[config.mk]
export PLATFORM = sky130hd
export DESIGN_NAME = lcd_frame_driver
export DESIGN_NICKNAME = d
export VERILOG_FILES = /design/src/rtl/lcd_frame_driver.sv
export SDC_FILE = /design/constraint.sdc
export NUM_CORES = 1
export LEC_CHECK = 0
export BUFFER_PORTS_ARGS = -buffer_cell sky130_fd_sc_hd__buf_4
export CAP_MARGIN = 20
export CORE_MARGIN = 4
export CORE_UTILIZATION = 40
export CTS_BUF_LIST = sky130_fd_sc_hd__clkbuf_4
export DETAILED_ROUTE_END_ITERATION = 8
export PLACE_DENSITY = 0.72
export SLEW_MARGIN = 10
export SYNTH_ARGS = -nofsm -noshare
export SYNTH_HDL_FRONTEND = slang
export SYNTH_SLANG_ARGS = --single-unit
[constraint.sdc]
create_clock -name clk -period 5.98 [get_ports clk]
set_clock_uncertainty 0.05 [all_clocks]
set_input_delay 1.495 -clock clk [delete_from_list [all_inputs] [get_ports clk]]
set_output_delay 1.495 -clock clk [all_outputs]
set_load 0.05 [all_outputs]
[src/rtl/lcd_frame_driver.sv]
// lcd_frame_driver
//   Drives a 16x2 HD44780-compatible LCD in 8-bit parallel mode from the
//   256-bit frame exported by the RAM. After reset the block waits out the
//   LCD power-up time and runs the init sequence once. It then redraws the
//   whole screen continuously. Each frame is drawn from a snapshot of
//   lcd_frame taken at frame start.
//
// Ports
//   clk         system clock
//   nrst        asynchronous active-low reset
//   lcd_frame   char i = lcd_frame[8i+7:8i]; chars 0..15 row 0, 16..31 row 1
//   lcd_en      LCD enable strobe
//   lcd_rs      0 = command, 1 = character data
//   lcd_rw      tied 0 (write only)
//   lcd_data    LCD data bus
//   init_done   high from the end of the init sequence until reset
//   frame_done  one-cycle pulse after the last character of each frame
//
// state       | meaning
// ------------+-----------------------------------------------------------
// POWER_WAIT  | idle for POWERUP_CYCLES after reset
// INIT        | write 0x38, 0x0C, 0x01 (long wait), 0x06
// FRAME_START | capture lcd_frame into the snapshot, reset char index
// ADDR0       | write DDRAM address 0x80 (row 0)
// ROW0        | write chars 0..15
// ADDR1       | write DDRAM address 0xC0 (row 1)
// ROW1        | write chars 16..31
// FRAME_END   | pulse frame_done

module lcd_frame_driver #(
  parameter int POWERUP_CYCLES    = 150000,
  parameter int EN_HIGH_CYCLES    = 5,
  parameter int CMD_WAIT_CYCLES   = 400,
  parameter int CLEAR_WAIT_CYCLES = 16000
) (
  input  logic         clk,
  input  logic         nrst,
  input  logic [255:0] lcd_frame,
  output logic         lcd_en,
  output logic         lcd_rs,
  output logic         lcd_rw,
  output logic [7:0]   lcd_data,
  output logic         init_done,
  output logic         frame_done
);

  localparam int MAX_AB = (POWERUP_CYCLES > EN_HIGH_CYCLES) ? POWERUP_CYCLES : EN_HIGH_CYCLES;
  localparam int MAX_CD = (CMD_WAIT_CYCLES > CLEAR_WAIT_CYCLES) ? CMD_WAIT_CYCLES : CLEAR_WAIT_CYCLES;
  localparam int MAX_P  = (MAX_AB > MAX_CD) ? MAX_AB : MAX_CD;
  localparam int TW     = $clog2(MAX_P + 1);

  typedef enum logic [2:0] {
    ST_POWER_WAIT, ST_INIT, ST_FRAME_START, ST_ADDR0,
    ST_ROW0, ST_ADDR1, ST_ROW1, ST_FRAME_END
  } state_t;

  // PH_IDLE only occurs on entry to INIT, giving one spare cycle after power-up.
  typedef enum logic [1:0] {PH_IDLE, PH_SETUP, PH_STROBE, PH_HOLD} phase_t;

  state_t         state, state_nxt;
  phase_t         phase, phase_nxt;
  logic [TW-1:0]  tmr, tmr_nxt;
  logic [4:0]     idx, idx_nxt;
  logic [1:0]     step, step_nxt;
  logic           init_done_nxt;
  logic           snap_ld;
  logic [255:0]   snap;
  logic [7:0]     init_cmd;
  logic [7:0]     snap_byte;
  logic [7:0]     char_out;
  logic [TW-1:0]  hold_load;
  logic           in_write;

  always_comb begin
    case (step)
      2'd0:    init_cmd = 8'h38;
      2'd1:    init_cmd = 8'h0C;
      2'd2:    init_cmd = 8'h01;
      default: init_cmd = 8'h06;
    endcase
  end

  assign snap_byte = snap[{idx, 3'b000} +: 8];
  assign char_out  = (snap_byte == 8'h00) ? 8'h20 : snap_byte;

  // The clear command (third init write) needs the long settle time.
  assign hold_load = (state == ST_INIT && step == 2'd2) ? TW'(CLEAR_WAIT_CYCLES - 1)
                                                        : TW'(CMD_WAIT_CYCLES - 1);

  assign in_write = (state == ST_INIT) || (state == ST_ADDR0) || (state == ST_ROW0) ||
                    (state == ST_ADDR1) || (state == ST_ROW1);

  always_ff @(posedge clk or negedge nrst) begin
    if (!nrst) begin
      state     <= ST_POWER_WAIT;
      phase     <= PH_IDLE;
      tmr       <= '0;
      idx       <= '0;
      step      <= '0;
      init_done <= 1'b0;
      snap      <= '0;
    end else begin
      state     <= state_nxt;
      phase     <= phase_nxt;
      tmr       <= tmr_nxt;
      idx       <= idx_nxt;
      step      <= step_nxt;
      init_done <= init_done_nxt;
      if (snap_ld) snap <= lcd_frame;
    end
  end

  always_comb begin
    state_nxt     = state;
    phase_nxt     = phase;
    tmr_nxt       = tmr;
    idx_nxt       = idx;
    step_nxt      = step;
    init_done_nxt = init_done;
    snap_ld       = 1'b0;
    case (state)
      ST_POWER_WAIT: begin
        if (tmr == TW'(POWERUP_CYCLES - 1)) begin
          state_nxt = ST_INIT;
          phase_nxt = PH_IDLE;
          tmr_nxt   = '0;
        end else begin
          tmr_nxt = tmr + 1'b1;
        end
      end
      ST_FRAME_START: begin
        snap_ld   = 1'b1;
        idx_nxt   = '0;
        state_nxt = ST_ADDR0;
        phase_nxt = PH_SETUP;
      end
      ST_FRAME_END: state_nxt = ST_FRAME_START;
      default: begin
        case (phase)
          PH_IDLE:  phase_nxt = PH_SETUP;
          PH_SETUP: begin
            phase_nxt = PH_STROBE;
            tmr_nxt   = TW'(EN_HIGH_CYCLES - 1);
          end
          PH_STROBE: begin
            if (tmr == '0) begin
              phase_nxt = PH_HOLD;
              tmr_nxt   = hold_load;
            end else begin
              tmr_nxt = tmr - 1'b1;
            end
          end
          default: begin
            if (tmr != '0) begin
              tmr_nxt = tmr - 1'b1;
            end else begin
              // Last HOLD cycle: the next write's SETUP follows immediately.
              phase_nxt = PH_SETUP;
              case (state)
                ST_INIT: begin
                  if (step == 2'd3) begin
                    state_nxt     = ST_FRAME_START;
                    init_done_nxt = 1'b1;
                    step_nxt      = '0;
                  end else begin
                    step_nxt = step + 1'b1;
                  end
                end
                ST_ADDR0: state_nxt = ST_ROW0;
                ST_ROW0: begin
                  idx_nxt = idx + 1'b1;
                  if (idx == 5'd15) state_nxt = ST_ADDR1;
                end
                ST_ADDR1: state_nxt = ST_ROW1;
                default: begin
                  // ROW1: index stays at 31 here; FRAME_START rewinds it.
                  if (idx == 5'd31) state_nxt = ST_FRAME_END;
                  else              idx_nxt   = idx + 1'b1;
                end
              endcase
            end
          end
        endcase
      end
    endcase
  end

  always_comb begin
    lcd_rw     = 1'b0;
    lcd_rs     = 1'b0;
    lcd_data   = 8'h00;
    lcd_en     = in_write && (phase == PH_STROBE);
    frame_done = (state == ST_FRAME_END);
    if (in_write && phase != PH_IDLE) begin
      case (state)
        ST_INIT:  lcd_data = init_cmd;
        ST_ADDR0: lcd_data = 8'h80;
        ST_ADDR1: lcd_data = 8'hC0;
        default: begin
          lcd_rs   = 1'b1;
          lcd_data = char_out;
        end
      endcase
    end
  end

endmodule

# After elaboration in Yosys (flattened, before gate mapping)
# Index checks and enable logic that the tools add are counted.
dict set report word_totals {
  regBits 287
  word_cells 104
  input_bits 258
}
dict set report classes {
  n_eq_ne 27
  mux 32
  n_bitwise 6
  n_reduce_logical 27
  add_sub_neg 4
  n_shift 1
}
# op n
set ops {}
lappend ops {{$shiftx A256 B9 Y8} 1}
lappend ops {{$mux W18} 3}
lappend ops {{$pmux W18 S3} 1}
lappend ops {{$pmux W18 S2} 1}
lappend ops {{$pmux W8 S3} 1}
lappend ops {{$pmux W5 S2} 2}
lappend ops {{$add A18 B1 Y18 const B} 1}
lappend ops {{$eq A18 B18 Y1 const B} 1}
lappend ops {{$logic_not A18 Y1} 1}
lappend ops {{$mux W3} 6}
lappend ops {{$pmux W6 S3} 1}
lappend ops {{$reduce_bool A18 Y1} 1}
lappend ops {{$sub A18 B1 Y18 const B} 1}
lappend ops {{$mux W8} 2}
lappend ops {{$mux W5} 3}
lappend ops {{$mux W14} 1}
lappend ops {{$eq A3 B3 Y1 const B} 4}
lappend ops {{$pmux W2 S3} 2}
lappend ops {{$pmux W3 S4} 1}
lappend ops {{$ne A5 B2 Y1 const B} 2}
lappend ops {{$reduce_and A5 Y1} 2}
lappend ops {{$pmux W3 S3} 1}
lappend ops {{$reduce_or A3 Y1} 3}
lappend ops {{$logic_not A8 Y1} 1}
lappend ops {{other kinds (28)} 54}

# Longest topological paths before layout
# Gate-level depths: netlist (run 1).
dict set report logic_depth {
  word_depth 7
  depth_mapped 11
}

# Worst setup path before layout (run 1)
# No wires, ideal clock.
dict set report synth_timing {
  path_type {register -> output}
  startpoint {register idx[0]}
  endpoint {output lcd_data[7]}
  path_buffers 4
  required_ns 4.435
  stages_incl_launch_ff 11
  setup_slack_ns 1.398
  arrival_ns 3.037
  path_cell_list {dfrtp_1 -> buf_2 -> buf_4 -> buf_4 -> buf_2 -> mux2i_1 -> a221oi_1 -> o21ai_0 -> nand4_1 -> a21oi_1 -> a211oi_1}
}
dict set report synth_via {
  elab_chain_len 5
}
# item line
set synth_rtl {}
lappend synth_rtl {{from (decl)} 63} ;# logic [4:0] idx, idx_nxt;
lappend synth_rtl {{from (signal assigned)} 106} ;# idx <= idx_nxt;
lappend synth_rtl {{$shiftx A256 B9 Y8 *} 83} ;# assign snap_byte = snap[{idx, 3'b000} +: 8];
lappend synth_rtl {{$logic_not A8 Y1} 84} ;# assign char_out = (snap_byte == 8'h00) ? 8'h20 : snap_byte;
lappend synth_rtl {{$mux W8 *} 84}
lappend synth_rtl {{$pmux W8 S3 *} 195} ;# case (state)
lappend synth_rtl {{$mux W8 *} 194} ;# if (in_write && phase != PH_IDLE) begin
lappend synth_rtl {{to (decl)} 42} ;# output logic [7:0] lcd_data,
# Every way passes the cells marked *; elsewhere a longest branch is shown, timed or not.

# Final worst setup path (run 1)
dict set report layout_timing {
  startpoint {register idx[0]}
  endpoint {output lcd_data[6]}
}
# The elaborated chain is that of the path after synthesis.

==> results.py, run 1 <==
metrics = {
    "finish": {
        "syn2layout_area_growth_pct": 22.91,
        "design_area_sq_um": 17460,
        "fillCellCount": 3058,
        "layout_common_cells": "dfrtp_1 (284), buf_4 (279), mux2_2 (266), clkbuf_4 (102), mux4_2 (53)",
        "stdcell_count": 1865,
        "layout-drive-gt1-share": 0.5167,
        "fin_nets": 1643,
        "layout_commonest_cell": "dfrtp_1",
    },
    "logic_synthesis": {
        "synth_area_sq_um": 14200,
        "synthesis.nets": 1357,
        "ys_types": 67,
        "yosys-top-cells-area": "dfrtp_1 (51%), mux2_2 (21%), mux4_2 (8.4%)",
        "yosysTopAreaCellShare": 0.5056,
        "ys_ff_latch": 287,
        "synth_flop_cell": "dfrtp_1",
        "yosysTopAreaCell": "dfrtp_1",
        "seq_area_frac_synth": 0.5056,
        "yosysWarningCount": 0,
        "ys_async_sr_fraction": 1.000,
        "synthCells": 1083,
        "synth_area_per_cell_sq_um": 13.12,
        "synth-edff-count": 0,
    },
    "cts": {
        "hold_buffers": 0,
        "clockRootBuffer": "clkbuf_4",
        "numCtsBuffers": 79,
        "cts_setup_buffers": 0,
        "clkSinkCount": 287,
        "clock_path_buffers": 3,
        "ctsResizeCount": 0,
        "clkLatencyLatePin_ns": 0.73,
        "htree_levels": 3,
        "clk_pin_slew_worst_paths_ns": 0.07,
        "cts_tree": "yes",
    },
    "critical_path": {
        "crit_fanout": 45,
        "startpoint_type": "flop",
        "crit_arrival_ns": 3.92,
        "crit_type": "flop to output pin",
        "critPathRequiredTime_ns": 4.43,
        "critPathCaptureType": "output pin",
    },
    "routing": {
        "drc_errors": 0,
        "dr.pass1.iters": 6,
        "drt_iter0_markers": 643,
        "via_per_inst": 5.470,
        "drtAntennaViolNets": 0,
        "wire_per_inst_microns": 21.43,
        "routed_wirelength_microns": 39970,
        "num_vias": 10200,
    },
    "timing": {
        "fmaxAchievable_mhz": 183.1,
        "period_share": 0.9133,
        "hold_violations": 0,
        "final_max_slew_viol_count": 0,
        "layout_min_cycle_time_ns": 5.462,
        "setup_ws_ns": 0.5182,
        "rsz0062_at_grt": "no",
        "finalSetupViolCount": 0,
        "setup_tns_ns": 0,
        "maxSlewHeadroom": 0.2169,
        "tightestPinTransition_ns": 1.175,
    },
    "power_and_ir_drop": {
        "p_sw_uw": 878.6,
        "pwr-share-comb": 0.051,
        "powerDensity_nw_per_um2": 213.0,
        "peakVddDrop_mv": 0.1574,
        "power.internal_uw": 2839,
        "swShare": 0.2363,
        "power_frac_clock": 0.427,
        "power.leakage_uw": 0.008381,
        "finalPower_uw": 3718,
        "seq_power_share": 0.522,
    },
    "place": {
        "dp_hpwl_microns": 29320,
        "place_congestion": 0.9345,
        "pre_cts_ws_ns": 1.217,
        "post_dp_cell_area_sq_um": 16600,
        "numPortBuffers": 269,
        "dp_cells": 1743,
    },
    "status": {
        "outcome": "completed",
    },
    "global_route": {
        "grt_usage": 0.2050,
        "grt_pass1_wl_microns": 61390,
        "grt_pass1_vias": 10980,
        "grt_max_degree": 177,
        "antenna_found_initial": 3,
        "overflow": 0,
    },
    "die": {
        "die_x_microns": 196.4,
        "num_io_pins": 271,
        "die_area_sq_um": 38590,
        "chipHeight_microns": 196.4,
        "rows": 68,
        "start_util": 0.4082,
        "coreArea_sq_um": 34800,
    },
    "run": {
        "cap_violations": 0,
    },
    "hold_path": {
        "min_path_type": "flop to flop",
    },
}
## worst paths after layout
kind	start	end	slack, ns	depth (start not counted)
worst max-delay path	idx[0]	lcd_data[6]	0.52	9
max in group asynchronous	nrst	idx[1]	3.87	2
worst min-delay path	snap[59]	snap[59]	0.45	1
worst min register to register	snap[59]	snap[59]	0.45	1
min in group asynchronous	nrst	tmr[16]	0.82	1
worst max register to register	tmr[1]	tmr[7]	2.62	8
## logic make-up (layout without fill, tap and decap cells)
group / after synthesis / count (layout) / share of synthesized area
mux: 351 / 351 / 0.3175
simple gates: 179 / 179 / 0.06211
compound gates: 149 / 149 / 0.06810
fa+ha+maj: 16 / 16 / 0.01409
other cells: 1 / 2 / 0.0002640
buf+inv: 92 / 418 / 0.02740
xor+xnor: 8 / 8 / 0.004933
flops: 287 / 287 / 0.5056
## synth_stat cells (6+ instances only)
master / instances
mux2i_1: 32
a211oi_1: 7
o21ai_1: 6
nor3_1: 13
o21ai_0: 34
nand2_1: 49
dfrtp_1: 287
buf_2: 11
clkbuf_1: 56
nor2_1: 50
mux2_2: 266
xnor2_1: 8
nand3_1: 24
a21oi_1: 36
inv_1: 14
a22oi_1: 15
ha_1: 16
mux4_2: 53
## per-layer routing
layer	up-vias	part of all wire	wire, microns	track usage
met3	71	0.097	3873	0.08068
met4	4	0.027	1096	0.07706
met2	384	0.51	20280	0.3429
met5	-	0.00068	27	0
met1	5120	0.37	14690	0.2397
li1	4622	-	-	-
## metrics by stage
step | hold slack [ns] | utilization
2_1_floorplan | 0.4250 | -
3_3_place_gp | 0.4356 | 0.4771
3_5_place_dp | 0.4409 | 0.4771
4_1_cts | 0.4544 | 0.5016
5_1_grt | 0.4662 | 0.5017
6_report | 0.4528 | 0.5017
## state kept, by name, indices dropped and copies added, names as in the netlist
| name | count |
|---|---|
| phase | 2 |
| init_done | 1 |
| state | 3 |
| step | 2 |
| tmr | 18 |
| snap | 256 |
| idx | 5 |
## critical path: stages (launching register included)
cell and delay, ns:
dfrtp_4 0.99, buf_4 0.36, mux4_2 0.52, nor2b_1 0.14
a211oi_1 0.36, a21oi_1 0.07, nand2_1 0.15, o21ai_0 0.12
and3_1 0.27, buf_4 0.20
## power groups by stage
stage	Clock [uW]	Sequential [uW]	Combinational (uW)
6_report	1590	1940	189
5_1_grt	1750	1940	204
4_1_cts	1640	1940	193
3_5_place_dp	0	1980	192
3_3_place_gp	0	1980	192
2_1_floorplan	0	1980	3.28
## area by class of cell
type                            count  area, sq um  share of cell area
Multi-Input combinational cell    704         6640              0.3803
Tap cell                          455        569.3             0.03261
Clock inverter                     19        86.33            0.004945
Clock buffer                      102        765.7             0.04386
Antenna cell                        1        2.502           0.0001433
Inverter                           15        56.30            0.003225
Sequential cell                   287         7188              0.4117
Timing Repair Buffer              282         2150              0.1231
No activity file was read; power rests on OpenSTA's default activity.
==> run 2, diff against run 1 <==
--- a/config.mk
+++ b/config.mk
@@ -7,6 +7,7 @@
 export LEC_CHECK = 0
 export BUFFER_PORTS_ARGS = -buffer_cell sky130_fd_sc_hd__buf_4
 export CAP_MARGIN = 20
+export CORE_ASPECT_RATIO = 0.7
 export CORE_MARGIN = 4
 export CORE_UTILIZATION = 40
 export CTS_BUF_LIST = sky130_fd_sc_hd__clkbuf_4
==> constraint.sdc (replaced) <==
create_clock -name clk -period 5.85 [get_ports clk]
set_clock_uncertainty 0.05 [all_clocks]
set_input_delay 1.4625 -clock clk [delete_from_list [all_inputs] [get_ports clk]]
set_output_delay 1.4625 -clock clk [all_outputs]
set_load 0.05 [all_outputs]
==> run 2 against run 1 <==
  * Total power rose by 5.0%
  * Via count rose by 1.0%
  * Worst setup slack got worse by 0.030 ns
  * Critical endpoint is now lcd_data[5]
  * Clock-buffer cell count rose by 1
  * Core utilization rose by 0.098 points
  * Die area rose by 0.12%
  * Flip-flop and latch count did not move
  * Wire length rose by 4.8%
  * Critical path type unchanged
  * Largest cell class unchanged
  * Non-clock buffer count fell by 2
  * Largest power group unchanged
  * Sequential share of layout area fell by 0.17 points
  * Final cell count rose by 0.91%
==> results.py, run 2 (synthesis gave the netlist of run 1 again) <==
metrics = {
    "timing": {
        "tightestPinTransition_ns": 1.254,
        "fmaxAchievable_mhz": 186.5,
        "setup_tns_ns": 0,
        "finalSetupViolCount": 0,
        "layout_min_cycle_time_ns": 5.362,
        "period_share": 0.9166,
        "final_max_slew_viol_count": 0,
        "maxSlewHeadroom": 0.1639,
        "rsz0062_at_grt": "no",
        "holdWs_ns": 0.4510,
        "hold_violations": 0,
    },
    "finish": {
        "layout_commonest_cell": "dfrtp_1",
        "largest_reg_flops": 256,
        "multi_input_area_sq_um": 6640,
        "reg_top3": "snap (256), tmr (18), idx (5)",
        "layout-drive-gt1-share": 0.5145,
        "seqCellArea_sq_um": 7188,
        "fillCellCount": 3108,
        "layout_common_cells": "dfrtp_1 (284), buf_4 (276), mux2_2 (266), clkbuf_4 (103), mux4_2 (53)",
        "fin_nets": 1635,
        "syn2layout_area_growth_pct": 23.42,
        "final_util": 0.5027,
        "top_register": "snap",
    },
    "die": {
        "die_area_sq_um": 38640,
        "coreArea_sq_um": 34870,
        "start_util": 0.4073,
        "chipHeight_microns": 165.7,
        "num_io_pins": 271,
        "die_x_microns": 233.2,
        "rows": 57,
    },
    "cts": {
        "hold_buffers": 0,
        "clock_path_buffers": 3,
        "clockRootBuffer": "clkbuf_4",
        "htree_levels": 3,
        "numCtsBuffers": 73,
        "clkSinkCount": 287,
        "clkLatencyLatePin_ns": 0.73,
        "ctsResizeCount": 0,
        "clk_pin_slew_worst_paths_ns": 0.07,
        "cts_tree": "yes",
        "cts_setup_buffers": 0,
    },
    "global_route": {
        "grt_pass1_wl_microns": 63960,
        "antenna_found_initial": 1,
        "overflow": 0,
        "grt_pass1_vias": 10760,
        "grt_usage": 0.2156,
        "grt_max_degree": 148,
    },
    "power_and_ir_drop": {
        "power.leakage_uw": 0.008393,
        "peakVddDrop_mv": 0.1210,
        "powerDensity_nw_per_um2": 222.6,
    },
    "critical_path": {
        "startpoint_type": "flop",
        "timing.rr.start": "tmr[0]",
        "reg2reg_to": "idx[0]",
        "rrSetupSlack_ns": 2.37,
        "critPathCaptureType": "output pin",
        "worst-r2r-cell-count": 9,
        "crit_arrival_ns": 3.85,
        "crit_fanout": 60,
        "critPathRequiredTime_ns": 4.34,
        "crit_type": "flop to output pin",
    },
    "place": {
        "dp_hpwl_microns": 30510,
        "place_congestion": 0.9401,
        "numPortBuffers": 269,
    },
    "routing": {
        "drt_iter0_markers": 842,
        "num_vias": 10310,
        "wl_met2_microns": 17720,
        "via_per_inst": 5.476,
        "routed-wl-met3_microns": 3875,
        "wirelength_met1_microns": 19270,
        "dr.pass1.iters": 6,
        "drtAntennaViolNets": 0,
        "drc_errors": 0,
        "highest-signal-layer": "met4",
        "wire_per_inst_microns": 22.25,
        "routed_wirelength_microns": 41870,
    },
    "hold_path": {
        "min_from": "snap[237]",
        "worstHoldEndpoint": "snap[237]",
        "min_path_type": "flop to flop",
        "whs_path_depth": 1,
    },
    "run": {
        "cap_violations": 0,
    },
    "status": {
        "outcome": "completed",
    },
}
run 2: changes by cell type in the layout (fill, tap and decap cells not counted), sizes merged:
cell	change
inv	-4
clkinv	+3
buf	-2
bufinv	+2
clkbuf	+1
run 2: final cells by class:
| class | instances | share of cell area |
|---|---|---|
| antenna | 1 | 0.0001427 |
| clock buffer | 103 | 0.04411 |
| clock inverter | 20 | 0.007565 |
| inverter | 15 | 0.003212 |
| multi-input combinational | 704 | 0.3788 |
| sequential | 287 | 0.4100 |
| tap | 472 | 0.03369 |
| timing repair buffer | 280 | 0.1225 |
run 2: per-layer routing:
layer / vias to the layer above / track usage
li1: 4629 / -
met1: 5192 / 0.3174
met2: 427 / 0.2983
met3: 58 / 0.07589
met4: 0 / 0.06751
met5: - / 0
run 2: metrics by stage:
step                      total power, uW  cells  cell area [sq um]  worst slack (ns)
final                                3902   1882              17530            0.4882
after global routing                 4084   1882              17530            0.2157
after CTS                            3966   1881              17530            0.3873
after detailed placement             2220   1758              16620             1.218
after global placement               2220   1758              16620             1.266
after floorplan                      2025   1083              14200             1.300
run 2: power breakdown:
| part | switching, uW | internal [uW] |
|---|---|---|
| registers | 0 | 1980 |
| logic | 83.2 | 112 |
| clock network | 827 | 896 |
run 2: how the worst max path moves through the flow:
stage	from	endpoint	slack [ns]	cells past startpoint
4_1_cts	idx[0]	lcd_data[5]	0.39	9
3_3_place_gp	idx[0]	lcd_data[5]	1.27	9
5_1_grt	idx[0]	lcd_data[5]	0.22	9
3_5_place_dp	idx[0]	lcd_data[5]	1.22	9
6_report	idx[0]	lcd_data[5]	0.49	9
2_1_floorplan	idx[0]	lcd_data[7]	1.30	10
run 2: critical path, cell delays in order (launching register included):
cell,delay (ns)
dfrtp_4,0.73
buf_12,0.42
mux4_2,0.58
nand2_1,0.09
nand3_1,0.08
nand3_1,0.14
nand3_1,0.11
a2111oi_0,0.44
a31o_2,0.26
buf_4,0.20
